==> src/rtl/xvec2_vscale_vld_seq.sv <==
// Vector-load sequencer: strided scalar reads per masked lane, one masked commit to the vecfile write port.
// Latency: with full mask, ready memory and 1-cycle responses, the write lands 6 cycles after acceptance and done follows 1 cycle later.
// Backpressure: req_ready only in IDLE; mem_req_ready stalls issue; ALU writeback stalls the commit indefinitely.
module xvec2_vscale_vld_seq #(
    parameter int XPR_LEN        = 32,
    parameter int VEC_SIZE       = 4,
    parameter int REG_ADDR_WIDTH = 5,
    parameter int VEC_XPR_LEN    = XPR_LEN * VEC_SIZE
) (
    input  logic                      clk,
    input  logic                      reset_n,
    input  logic                      req_valid,
    output logic                      req_ready,
    input  logic [REG_ADDR_WIDTH-1:0] req_rd,
    input  logic [XPR_LEN-1:0]        req_base,
    input  logic [XPR_LEN-1:0]        req_stride,
    input  logic [VEC_SIZE-1:0]       req_mask,
    output logic                      mem_req_valid,
    input  logic                      mem_req_ready,
    output logic [XPR_LEN-1:0]        mem_req_addr,
    input  logic                      mem_resp_valid,
    input  logic [XPR_LEN-1:0]        mem_resp_data,
    input  logic                      alu_wen,
    input  logic [REG_ADDR_WIDTH-1:0] alu_wa,
    input  logic [VEC_SIZE-1:0]       alu_wmask,
    input  logic [VEC_XPR_LEN-1:0]    alu_wd,
    output logic                      vf_wen,
    output logic [REG_ADDR_WIDTH-1:0] vf_wa,
    output logic [VEC_SIZE-1:0]       vf_wmask,
    output logic [VEC_XPR_LEN-1:0]    vf_wd,
    output logic                      busy,
    output logic                      done
);
    localparam int IDX_W = $clog2(VEC_SIZE);
    localparam int CNT_W = $clog2(VEC_SIZE + 1);

    typedef enum logic [1:0] {IDLE, RUN, WB} state_t;

    state_t                             state, state_nxt;
    logic [REG_ADDR_WIDTH-IDX_W-1:0]    rd_hi_q;
    logic [XPR_LEN-1:0]                 base_q, stride_q;
    logic [VEC_SIZE-1:0]                mask_q;
    logic [VEC_SIZE-1:0]                issue_left_q, resp_left_q;
    logic [CNT_W-1:0]                   outst_q;
    logic [VEC_XPR_LEN-1:0]             buf_q;
    logic                               done_q;

    logic [IDX_W-1:0]                   issue_idx, resp_idx;
    logic [VEC_SIZE-1:0]                issue_bit, resp_bit;
    logic                               issue_fire, resp_fire, resp_last;
    logic                               done_set;
    logic [VEC_XPR_LEN-1:0]             load_wd;
    logic                               unused_rd_lo;

    // Destination is a whole vector group, so the low lane-select bits of rd carry no meaning.
    assign unused_rd_lo = ^req_rd[IDX_W-1:0];

    function automatic logic [IDX_W-1:0] lowest(input logic [VEC_SIZE-1:0] m);
        lowest = '0;
        for (int i = VEC_SIZE - 1; i >= 0; i--) begin
            if (m[i]) lowest = IDX_W'(i);
        end
    endfunction

    assign issue_idx  = lowest(issue_left_q);
    assign resp_idx   = lowest(resp_left_q);
    assign issue_bit  = {{(VEC_SIZE-1){1'b0}}, 1'b1} << issue_idx;
    assign resp_bit   = {{(VEC_SIZE-1){1'b0}}, 1'b1} << resp_idx;
    assign issue_fire = mem_req_valid && mem_req_ready;
    // Responses with nothing outstanding are protocol errors and are dropped here.
    assign resp_fire  = (state == RUN) && mem_resp_valid && (outst_q != '0);
    assign resp_last  = resp_fire && ((resp_left_q & ~resp_bit) == '0);

    // Address uses the true lane number so skipped lanes still advance the stride.
    assign mem_req_addr = base_q + stride_q * XPR_LEN'(issue_idx);

    always_comb begin
        load_wd = '0;
        for (int i = 0; i < VEC_SIZE; i++) begin
            if (mask_q[i]) load_wd[i*XPR_LEN +: XPR_LEN] = buf_q[i*XPR_LEN +: XPR_LEN];
        end
    end

    always_ff @(posedge clk or negedge reset_n) begin
        if (!reset_n) state <= IDLE;
        else          state <= state_nxt;
    end

    always_comb begin
        state_nxt = state;
        case (state)
            IDLE:    if (req_valid && (req_mask != '0)) state_nxt = RUN;
            RUN:     if (resp_last) state_nxt = WB;
            WB:      if (!alu_wen) state_nxt = IDLE;
            default: state_nxt = IDLE;
        endcase
    end

    always_comb begin
        req_ready     = (state == IDLE);
        busy          = (state != IDLE);
        mem_req_valid = (state == RUN) && (issue_left_q != '0);
        done_set      = ((state == IDLE) && req_valid && (req_mask == '0)) ||
                        ((state == WB) && !alu_wen);
        vf_wen        = alu_wen;
        vf_wa         = alu_wa;
        vf_wmask      = alu_wmask;
        vf_wd         = alu_wd;
        if ((state == WB) && !alu_wen) begin
            vf_wen   = 1'b1;
            vf_wa    = {rd_hi_q, {IDX_W{1'b0}}};
            vf_wmask = mask_q;
            vf_wd    = load_wd;
        end
    end

    always_ff @(posedge clk or negedge reset_n) begin
        if (!reset_n) begin
            rd_hi_q      <= '0;
            base_q       <= '0;
            stride_q     <= '0;
            mask_q       <= '0;
            issue_left_q <= '0;
            resp_left_q  <= '0;
            outst_q      <= '0;
            buf_q        <= '0;
            done_q       <= 1'b0;
        end else begin
            done_q  <= done_set;
            outst_q <= outst_q + CNT_W'(issue_fire) - CNT_W'(resp_fire);
            if ((state == IDLE) && req_valid) begin
                rd_hi_q      <= req_rd[REG_ADDR_WIDTH-1:IDX_W];
                base_q       <= req_base;
                stride_q     <= req_stride;
                mask_q       <= req_mask;
                issue_left_q <= req_mask;
                resp_left_q  <= req_mask;
            end
            if (issue_fire) issue_left_q <= issue_left_q & ~issue_bit;
            if (resp_fire) begin
                buf_q[resp_idx*XPR_LEN +: XPR_LEN] <= mem_resp_data;
                resp_left_q <= resp_left_q & ~resp_bit;
            end
        end
    end

    assign done = done_q;

endmodule

==> config.mk <==
export PLATFORM = sky130hd
export DESIGN_NAME = xvec2_vscale_vld_seq
export DESIGN_NICKNAME = d
export VERILOG_FILES = /design/src/rtl/xvec2_vscale_vld_seq.sv
export SDC_FILE = /design/constraint.sdc
export NUM_CORES = 1
export LEC_CHECK = 0
export BUFFER_PORTS_ARGS = -buffer_cell sky130_fd_sc_hd__buf_4
export CAP_MARGIN = 20
export CORE_MARGIN = 5
export CORE_UTILIZATION = 52
export DETAILED_ROUTE_END_ITERATION = 8
export PLACE_DENSITY = 0.87
export SLEW_MARGIN = 20
export SYNTH_ARGS = -nofsm -noshare
export SYNTH_HDL_FRONTEND = slang
export SYNTH_SLANG_ARGS = --single-unit
==> constraint.sdc <==
create_clock -name clk -period 5.5 [get_ports clk]
set_clock_uncertainty 0.2 [all_clocks]
set_input_delay 0.275 -clock clk [delete_from_list [all_inputs] [get_ports clk]]
set_output_delay 0.275 -clock clk [all_outputs]
set_load 0.03 [all_outputs]
After elaboration in Yosys (flattened, before gate mapping) --
Cells that the tools add are included.
Word-level totals: latch bits 0, logic and storage cells 73, register bits after elaboration 213, bits in read-only memories 0, memory bits (writable) 0, bits of input ports 248, memories 0
Operators by class: $lt $le $gt $ge 0, add/subtract/negate cells 4, equal/unequal tests 5, reductions and logical operators 21, shifts and indexed selects 4, bitwise operators 4, muxes and demuxes 24, div/mod/pow operators 0, multiply operators 1
Operators by type and width (number):
- bitwise mux 128 bit | 1
- 2-to-1 mux 128 bit | 1
- 2-to-1 mux 32 bit | 4
- variable shift 32 x 34 -> 128 bit, first input constant | 1
- variable part select 32 x 34 -> 128 bit | 1
- negation 7 -> 34 bit | 1
- adder 32 bit | 1
- multiplier 32 x 2 -> 32 bit | 1
- 2-to-1 mux 2 bit | 11
- 2-to-1 mux 4 bit | 4
- logical AND 1 bit | 9
- bitwise AND 4 bit | 2
- zero test 4 bit | 2
- inverter 4 bit | 2
- nonzero test 4 bit | 2
- << shifter 1 x 2 -> 4 bit, first input constant | 2
- one-hot mux 2 bit (3 select lines) | 1
- nonzero test 2 bit | 3
- 2-to-1 mux 5 bit | 1
- inequality test 2 bit, second input constant | 2
- adder 3 x 1 -> 3 bit | 1
- AND reduction 3 bit | 1
- nonzero test 3 bit | 1
- subtractor 3 x 1 -> 3 bit | 1
- 7 further kinds | 7

Longest topological paths before layout --
Gate-level depths: netlist (run 1).
depth in word-level cells 11, mapped depth 17, depth with buffers taken out 16

Worst setup path after synthesis (run 1) --
No wires, ideal clock.
path kind register -> output, start point reg issue_left_q[0], end point out mem_req_addr[31], stages on the path, launching flop included 17, path slack 1.201 ns, data required time 5.025 ns, arrival time 3.824 ns, cell sequence dfrtp_1 nor2_1 a21boi_0 clkbuf_1 nand2_1 fa_1 inv_1 ha_1 inv_1 fa_1 nor2b_1 o31ai_2 a211oi_1 nor3_1 o31ai_1 a21oi_1 xnor2_1
Between the ends: cells in the longest elaborated chain, start to end 3
Ends and longest elaborated chain:
- from (decl) | line 43 | logic [VEC_SIZE-1:0] issue_left_q, resp_left_q;
- from (signal assigned) | line 136 | issue_left_q <= req_mask;
- from (signal assigned) | line 139 | if (issue_fire) issue_left_q <= issue_left_q & ~issue_bit;
- 2-to-1 mux 2 bit | line 61 | if (m[i]) lowest = IDX_W'(i);
- multiplier 32 x 2 -> 32 bit | line 75 | assign mem_req_addr = base_q + stride_q * XPR_LEN'(issue_idx);
- adder 32 bit | line 75
- to (decl) | line 20 | output logic [XPR_LEN-1:0] mem_req_addr,
No other way between the ends.

Worst setup path in the final report (run 1) --
start point reg issue_left_q[2], end point out mem_req_addr[27]
Between the ends: cells in the longest elaborated chain, start to end 5
Ends and longest elaborated chain (line):
- 2-to-1 mux 2 bit (3 in series) | 61
- multiplier 32 x 2 -> 32 bit | 75
- adder 32 bit | 75
No other way between the ends.

==> impl_metrics.env, run 1 <==
export IMPL_grt_pass1_wl_um=74900
export IMPL_async_flop_share=1.00
export IMPL_drc=0
export IMPL_drv_cap=0
export IMPL_vias=13400
export IMPL_clkTransAtPathRegs_ns=0.06
export IMPL_antenna_found_initial=1
export IMPL_yosys_area_share_simple=0.194
export IMPL_fmax_mhz=189
export IMPL_crit_fanout=19
export IMPL_dieArea_um2=27600
export IMPL_die_w_um=166
export IMPL_synth_mux_area_fraction=0.00779
export IMPL_first_pass_iters=6
export IMPL_period_minus_slack_ns=5.30
export IMPL_port_buffers=419
export IMPL_drive_gt1_frac=0.252
export IMPL_synth_top_family_by_area="compound AO/OA/AOI/OAI gates"
export IMPL_cp_startpoint="issue_left_q[2]$_DFFE_PN0P_"
export IMPL_num_rows=57
export IMPL_grt_max_degree=148
export IMPL_cp_arrival_ns=4.82
export IMPL_core_region_area_um2=24200
export IMPL_overflow=0
export IMPL_slowest_delay_ns=0.52
export IMPL_syn_avg_cell_area_um2=8.24
export IMPL_fin_crit_sh=0.963
export IMPL_ys_warn_count=0
export IMPL_dpl_instance_area_um2=16000
export IMPL_critPathCaptureType="primary output"
export IMPL_cp_common_cell="inv_1"
export IMPL_stdcell_area_um2=17900
export IMPL_syn_inst=1540
export IMPL_ys_seq_area_frac=0.420
export IMPL_required_ns=5.03
export IMPL_die_h_um=166
export IMPL_cts_buffer_depth=3
export IMPL_slew_violations=0
export IMPL_syn_to_final_growth_pct=41.3
export IMPL_finalSetupViolCount=0
export IMPL_via_per_inst=5.69
export IMPL_post_place_ws_ns=0.655
export IMPL_timing_hold_ws_ns=0.138
export IMPL_grt_pass1_vias=13800
export IMPL_crit_chain="inv_1, a21oi_1, nor2_4, nand2_1, fa_1, inv_1, ha_1, inv_1, fa_1, nor2b_1, o31ai_2, a211oi_1, nor3_1, nor2_1, a21bo_2, xor2_1, buf_4"
export IMPL_drtAntennaViolNets=0
export IMPL_cts_sinks=213
export IMPL_ys_ff_latch=213
export IMPL_cts_made_buffers=23
export IMPL_wl_per_cell_um=20.2
export IMPL_cts_tree="built"
export IMPL_synth_distinct_cells=65
export IMPL_outcome="completed"
export IMPL_netlist_area_um2=12700
export IMPL_p_leak_nw=9.13
export IMPL_vdd_drop_max_uv=148
export IMPL_r2r_cells=6
export IMPL_clockRootBuffer="clkbuf_16"
export IMPL_synth_compound_area_frac=0.205
export IMPL_synth_edff_count=0
export IMPL_worstMarginPinSlew_ns=0.895
export IMPL_ios=422
export IMPL_drt_iter0_markers=1333
export IMPL_r2r_slack_ns=2.28
export IMPL_slew_headroom=0.404
export IMPL_htree_num_levels=1
export IMPL_hold_viol=0
export IMPL_ys_flop_type="dfrtp_1"
export IMPL_routed_wl_um=47400
export IMPL_hold_path_class="input pin to asynchronous set/reset pin"
export IMPL_synthAdderAreaFrac=0.0889
export IMPL_gp_congestion=0.981
export IMPL_nets=2329
export IMPL_synth_xor_area_frac=0.0235
export IMPL_syn_nets=1859
export IMPL_dp_hpwl_um=31500
export IMPL_worstReg2RegStart="state[1]$_DFFE_PN0P_"
export IMPL_critPathKind="flip-flop to primary output"
export IMPL_fin_setup_tns_ns=0
export IMPL_power_density_nw_per_um2=207
export IMPL_grt_total_usage=0.333
export IMPL_start_kind="flip-flop"
export IMPL_reg2reg_to="issue_left_q[0]$_DFFE_PN0P_"
export IMPL_initial_core_util=0.525
export IMPL_clk_latency_ns=0.52
export IMPL_cp_slowest_cell="fa_1"
export IMPL_finalWorstSetupSlack_ns=0.202
-- power breakdown --
part / leakage (nW) / internal, mW / switching, mW
Clock: 0.393 / 0.990 / 0.658
Combinational: 5.90 / 0.244 / 0.260
Sequential: 2.84 / 1.57 / 0
-- cell usage in the layout, fill, tap and decap left out, types with 3 or more instances in the layout --
cell type / count
nand2_1: 559
buf_4: 437
dfrtp_1: 213
o21ai_0: 204
dlygate4sd3_1: 108
a22o_1: 102
inv_1: 89
ha_1: 39
fa_1: 32
a21oi_1: 24
xnor2_1: 24
clkbuf_16: 23
nor2_1: 19
and2_1: 13
xor2_1: 10
a21o_1: 10
a31oi_1: 8
o211ai_1: 7
a211oi_1: 7
mux2_2: 7
clkbuf_8: 7
nor3_1: 6
o21bai_1: 4
nand3_1: 3
nor2b_1: 3
o21a_1: 3
o31ai_1: 3
clkbuf_1: 3
bufinv_16: 3
clkinv_2: 3
-- through the flow --
stage / cells / util / total power, mW
CTS: 2347 / 0.740 / 3.72
global placement: 2198 / 0.662 / 2.03
global route: 2351 / 0.742 / 3.84
detailed placement: 2198 / 0.662 / 2.03
floorplan: 1540 / - / 1.75
finish: 2351 / 0.742 / 3.72
-- state kept, by name, summed over array words and instances, names as in the netlist --
signal        flops
base_q           32
buf_q           128
done              1
issue_left_q      4
mask_q            4
outst_q           3
rd_hi_q           3
resp_left_q       4
state             2
stride_q         32
-- final cells by class --
cell class                 count  area [um^2]
clock inverter                 9          130
sequential                   213         5330
inverter                      91          342
timing repair buffer         548         4420
antenna                        1         2.50
tap                          324          405
fill                        1654         6250
clock buffer                  32          669
multi-input combinational   1133         6630
-- cells by family (layout without fill, tap and decap cells) --
group / after synthesis / count (layout)
multiplexers: 9 / 9
buffers and inverters: 194 / 680
AND/OR/NAND/NOR: 624 / 624
other: 0 / 1
XOR/XNOR: 34 / 34
adder cells (fa/ha/maj): 71 / 71
flip-flops: 213 / 213
AO/OA/AOI/OAI: 395 / 395
-- timing repair --
item / CTS / global route
gates resized for setup: 0 / 2
setup buffers: 0 / 3
hold endpoints to repair: 290 / 0
endpoints found under the setup margin: 0 / 14
hold buffers: 108 / 0
-- critical path: cells and delay by family (launching register included) --
family | cells | cell delay, ns
compound gates | 4 | 0.83
xor+xnor | 1 | 0.18
fa+ha+maj | 3 | 1.13
buf+inv | 4 | 0.49
flops | 1 | 0.40
simple gates | 5 | 1.27
-- synthesized netlist by cell type, types with 2 or more instances --
cell,number,area share
a211oi_1,7,0.0041
a21boi_0,2,0.0012
a21o_1,10,0.0059
a21oi_1,24,0.0095
a22o_1,102,0.070
a31oi_1,8,0.0039
and2_1,14,0.0069
buf_1,3,0.00089
buf_2,14,0.0055
buf_4,2,0.0012
buf_6,2,0.0018
clkbuf_1,82,0.024
dfrtp_1,213,0.42
fa_1,32,0.050
ha_1,39,0.038
inv_1,89,0.026
inv_2,2,0.00059
mux2_2,7,0.0062
mux2i_1,2,0.0016
nand2_1,559,0.17
nand2b_1,2,0.00099
nand3_1,3,0.0012
nand3b_1,2,0.0012
nand4_1,2,0.00099
nor2_1,21,0.0062
nor2b_1,4,0.0020
nor3_1,6,0.0024
o211a_1,2,0.0016
o211ai_1,7,0.0041
o21a_1,3,0.0018
o21ai_0,204,0.080
o21bai_1,4,0.0024
o31ai_1,3,0.0018
xnor2_1,24,0.017
xor2_1,10,0.0069
-- metal layers --
metal | vias to the layer above | track usage | share of wire
met3 | 187 | 0.0728 | 0.090
met1 | 6359 | 0.411 | 0.37
met2 | 807 | 0.557 | 0.48
met4 | 0 | 0.161 | 0.056
met5 | - | 0 | 0
li1 | 6025 | - | -
-- worst max-delay path by stage --
| stage | endpoint | slack, ns |
|---|---|---|
| 6_report | mem_req_addr[27] | 0.20 |
| 4_1_cts | mem_req_addr[27] | 0.09 |
| 3_5_place_dp | mem_req_addr[27] | 0.66 |
| 3_3_place_gp | mem_req_addr[27] | 0.82 |
| 2_1_floorplan | mem_req_addr[31] | 1.20 |
| 5_1_grt | mem_req_addr[27] | -0.07 |
No activity file was read; power rests on OpenSTA's default activity.
==> inputs of run 2 (changes only) <==
- GPL_TIMING_DRIVEN: not set -> 0
==> run 2 against run 1 <==
Net effect: fmax is 0.77% lower; via count is 5.1% higher; cell count increased by 3.6%; sequential power is essentially flat; critical endpoint is now mem_req_addr[29]; largest cell class unchanged; highest routed layer is now met5.
==> impl_metrics.env, run 2 (synthesis results as in run 1) <==
export IMPL_reg_largest_list="buf_q (128), base_q (32), stride_q (32)"
export IMPL_wl_per_cell_um=21.4
export IMPL_largest_reg_flops=128
export IMPL_critPathKind="flip-flop to primary output"
export IMPL_port_buffers=419
export IMPL_cp_startpoint="issue_left_q[0]$_DFFE_PN0P_"
export IMPL_first_pass_iters=6
export IMPL_top_register="buf_q"
export IMPL_grt_pass1_vias=14500
export IMPL_required_ns=5.03
export IMPL_period_minus_slack_ns=5.34
export IMPL_wl_met1_um=19400
export IMPL_worstMarginPinSlew_ns=0.758
export IMPL_reg2reg_to="buf_q[75]$_DFFE_PN0P_"
export IMPL_cp_arrival_ns=4.86
export IMPL_hold_viol=0
export IMPL_vdd_drop_max_uv=204
export IMPL_drt_iter0_markers=1546
export IMPL_cts_buffer_depth=3
export IMPL_power_density_nw_per_um2=208
export IMPL_finalSetupViolCount=0
export IMPL_via_per_inst=5.77
export IMPL_cts_made_buffers=24
export IMPL_drv_cap=0
export IMPL_clk_latency_ns=0.52
export IMPL_clkTransAtPathRegs_ns=0.06
export IMPL_nets=2414
export IMPL_drc=0
export IMPL_top_layer="met5"
export IMPL_dp_hpwl_um=38700
export IMPL_worstReg2RegStart="resp_left_q[3]$_DFFE_PN0P_"
export IMPL_drive_gt1_frac=0.244
export IMPL_rsz0062_at_grt="false"
export IMPL_vias=14100
export IMPL_fin_crit_sh=0.971
export IMPL_critPathCaptureType="primary output"
export IMPL_core_region_area_um2=24200
export IMPL_drtAntennaViolNets=0
export IMPL_met2_length_um=24500
export IMPL_cts_sinks=213
export IMPL_initial_core_util=0.525
export IMPL_final_cell_mix="nand2_1 (559), buf_4 (421), dfrtp_1 (213)"
export IMPL_gp_congestion=0.943
export IMPL_die_w_um=166
export IMPL_antenna_found_initial=1
export IMPL_r2r_slack_ns=2.37
export IMPL_post_place_ws_ns=0.210
export IMPL_crit_end="mem_req_addr[29]"
export IMPL_overflow=0
export IMPL_cts_tree="built"
export IMPL_start_kind="flip-flop"
export IMPL_layout_commonest_cell="nand2_1"
export IMPL_clockRootBuffer="clkbuf_16"
export IMPL_htree_num_levels=1
export IMPL_fmax_mhz=187
export IMPL_num_rows=57
export IMPL_fin_util=0.755
export IMPL_dieArea_um2=27600
export IMPL_die_h_um=166
export IMPL_fin_setup_tns_ns=0
export IMPL_grt_total_usage=0.367
export IMPL_p_leak_nw=9.27
export IMPL_antennaDiodeCount=0
export IMPL_finalWorstSetupSlack_ns=0.161
export IMPL_slew_violations=0
export IMPL_grt_max_degree=96
export IMPL_hold_path_class="input pin to asynchronous set/reset pin"
export IMPL_crit_fanout=10
export IMPL_slew_headroom=0.495
export IMPL_grt_pass1_wl_um=81300
export IMPL_r2r_cells=9
export IMPL_routed_wl_um=52100
export IMPL_ios=422
export IMPL_outcome="completed"
export IMPL_met3WireLength_um=4960
export IMPL_syn_to_final_growth_pct=43.9
-- run 2: report_power, final --
part           internal, mW  switching, mW  leakage [nW]
logic                 0.247          0.269          6.01
registers              1.57              0          2.84
clock network          1.02          0.682         0.419
-- run 2: per-stage QoR --
stage	power [mW]	hold slack, ns	instances	cell area [um^2]
floorplan	1.75	-0.221	1540	12700
global placement	2.03	0.261	2283	16200
detailed placement	2.04	-0.0181	2285	16300
CTS	3.78	0.0289	2436	18200
global route	3.88	0.0660	2436	18300
finish	3.79	0.0208	2436	18300
-- run 2: per-layer routing --
metal / up-vias / track usage
met5: - / 0
met4: 2 / 0.195
met3: 213 / 0.0766
met2: 898 / 0.600
met1: 6743 / 0.461
li1: 6206 / -
-- run 2: critical path, cell delays in order (launching register included) --
cell	delay, ns
dfrtp_1	0.44
nor2_1	0.18
a21boi_4	0.26
clkbuf_1	0.46
nand2_1	0.15
fa_1	0.52
inv_1	0.04
ha_1	0.37
a21oi_1	0.35
a21boi_4	0.25
o221ai_2	0.14
or2_4	0.29
o31a_4	0.31
a31oi_4	0.18
xnor2_1	0.19
buf_4	0.22
-- run 2: worst min-delay path by stage --
| stage | from | endpoint | slack, ns | cells after the start |
|---|---|---|---|---|
| after detailed placement | reset_n | buf_q[122]$_DFFE_PN0P_ | -0.02 | 1 |
| after floorplan | reset_n | base_q[0]$_DFFE_PN0P_ | -0.22 | 0 |
| final | reset_n | buf_q[122]$_DFFE_PN0P_ | 0.02 | 2 |
| after CTS | reset_n | buf_q[122]$_DFFE_PN0P_ | 0.03 | 2 |
| after global routing | reset_n | buf_q[120]$_DFFE_PN0P_ | 0.07 | 2 |
| after global placement | stride_q[31]$_DFFE_PN0P_ | stride_q[31]$_DFFE_PN0P_ | 0.26 | 2 |
-- run 2: final cells by class --
| class | count | area (um^2) |
|---|---|---|
| Buffer | 103 | 434 |
| Clock buffer | 32 | 691 |
| Multi-Input combinational cell | 1133 | 6620 |
| Sequential cell | 213 | 5330 |
| Fill cell | 1707 | 5920 |
| Tap cell | 324 | 405 |
| Inverter | 91 | 342 |
| Clock inverter | 11 | 145 |
| Timing Repair Buffer | 529 | 4290 |
-- run 2: timing repair --
action / in CTS / in global routing
endpoints found under the hold margin: 423 / 0
hold buffers: 108 / 0
endpoints found under the setup margin: 11 / 13
buffers inserted: 0 / 0
resized for setup: 3 / 11
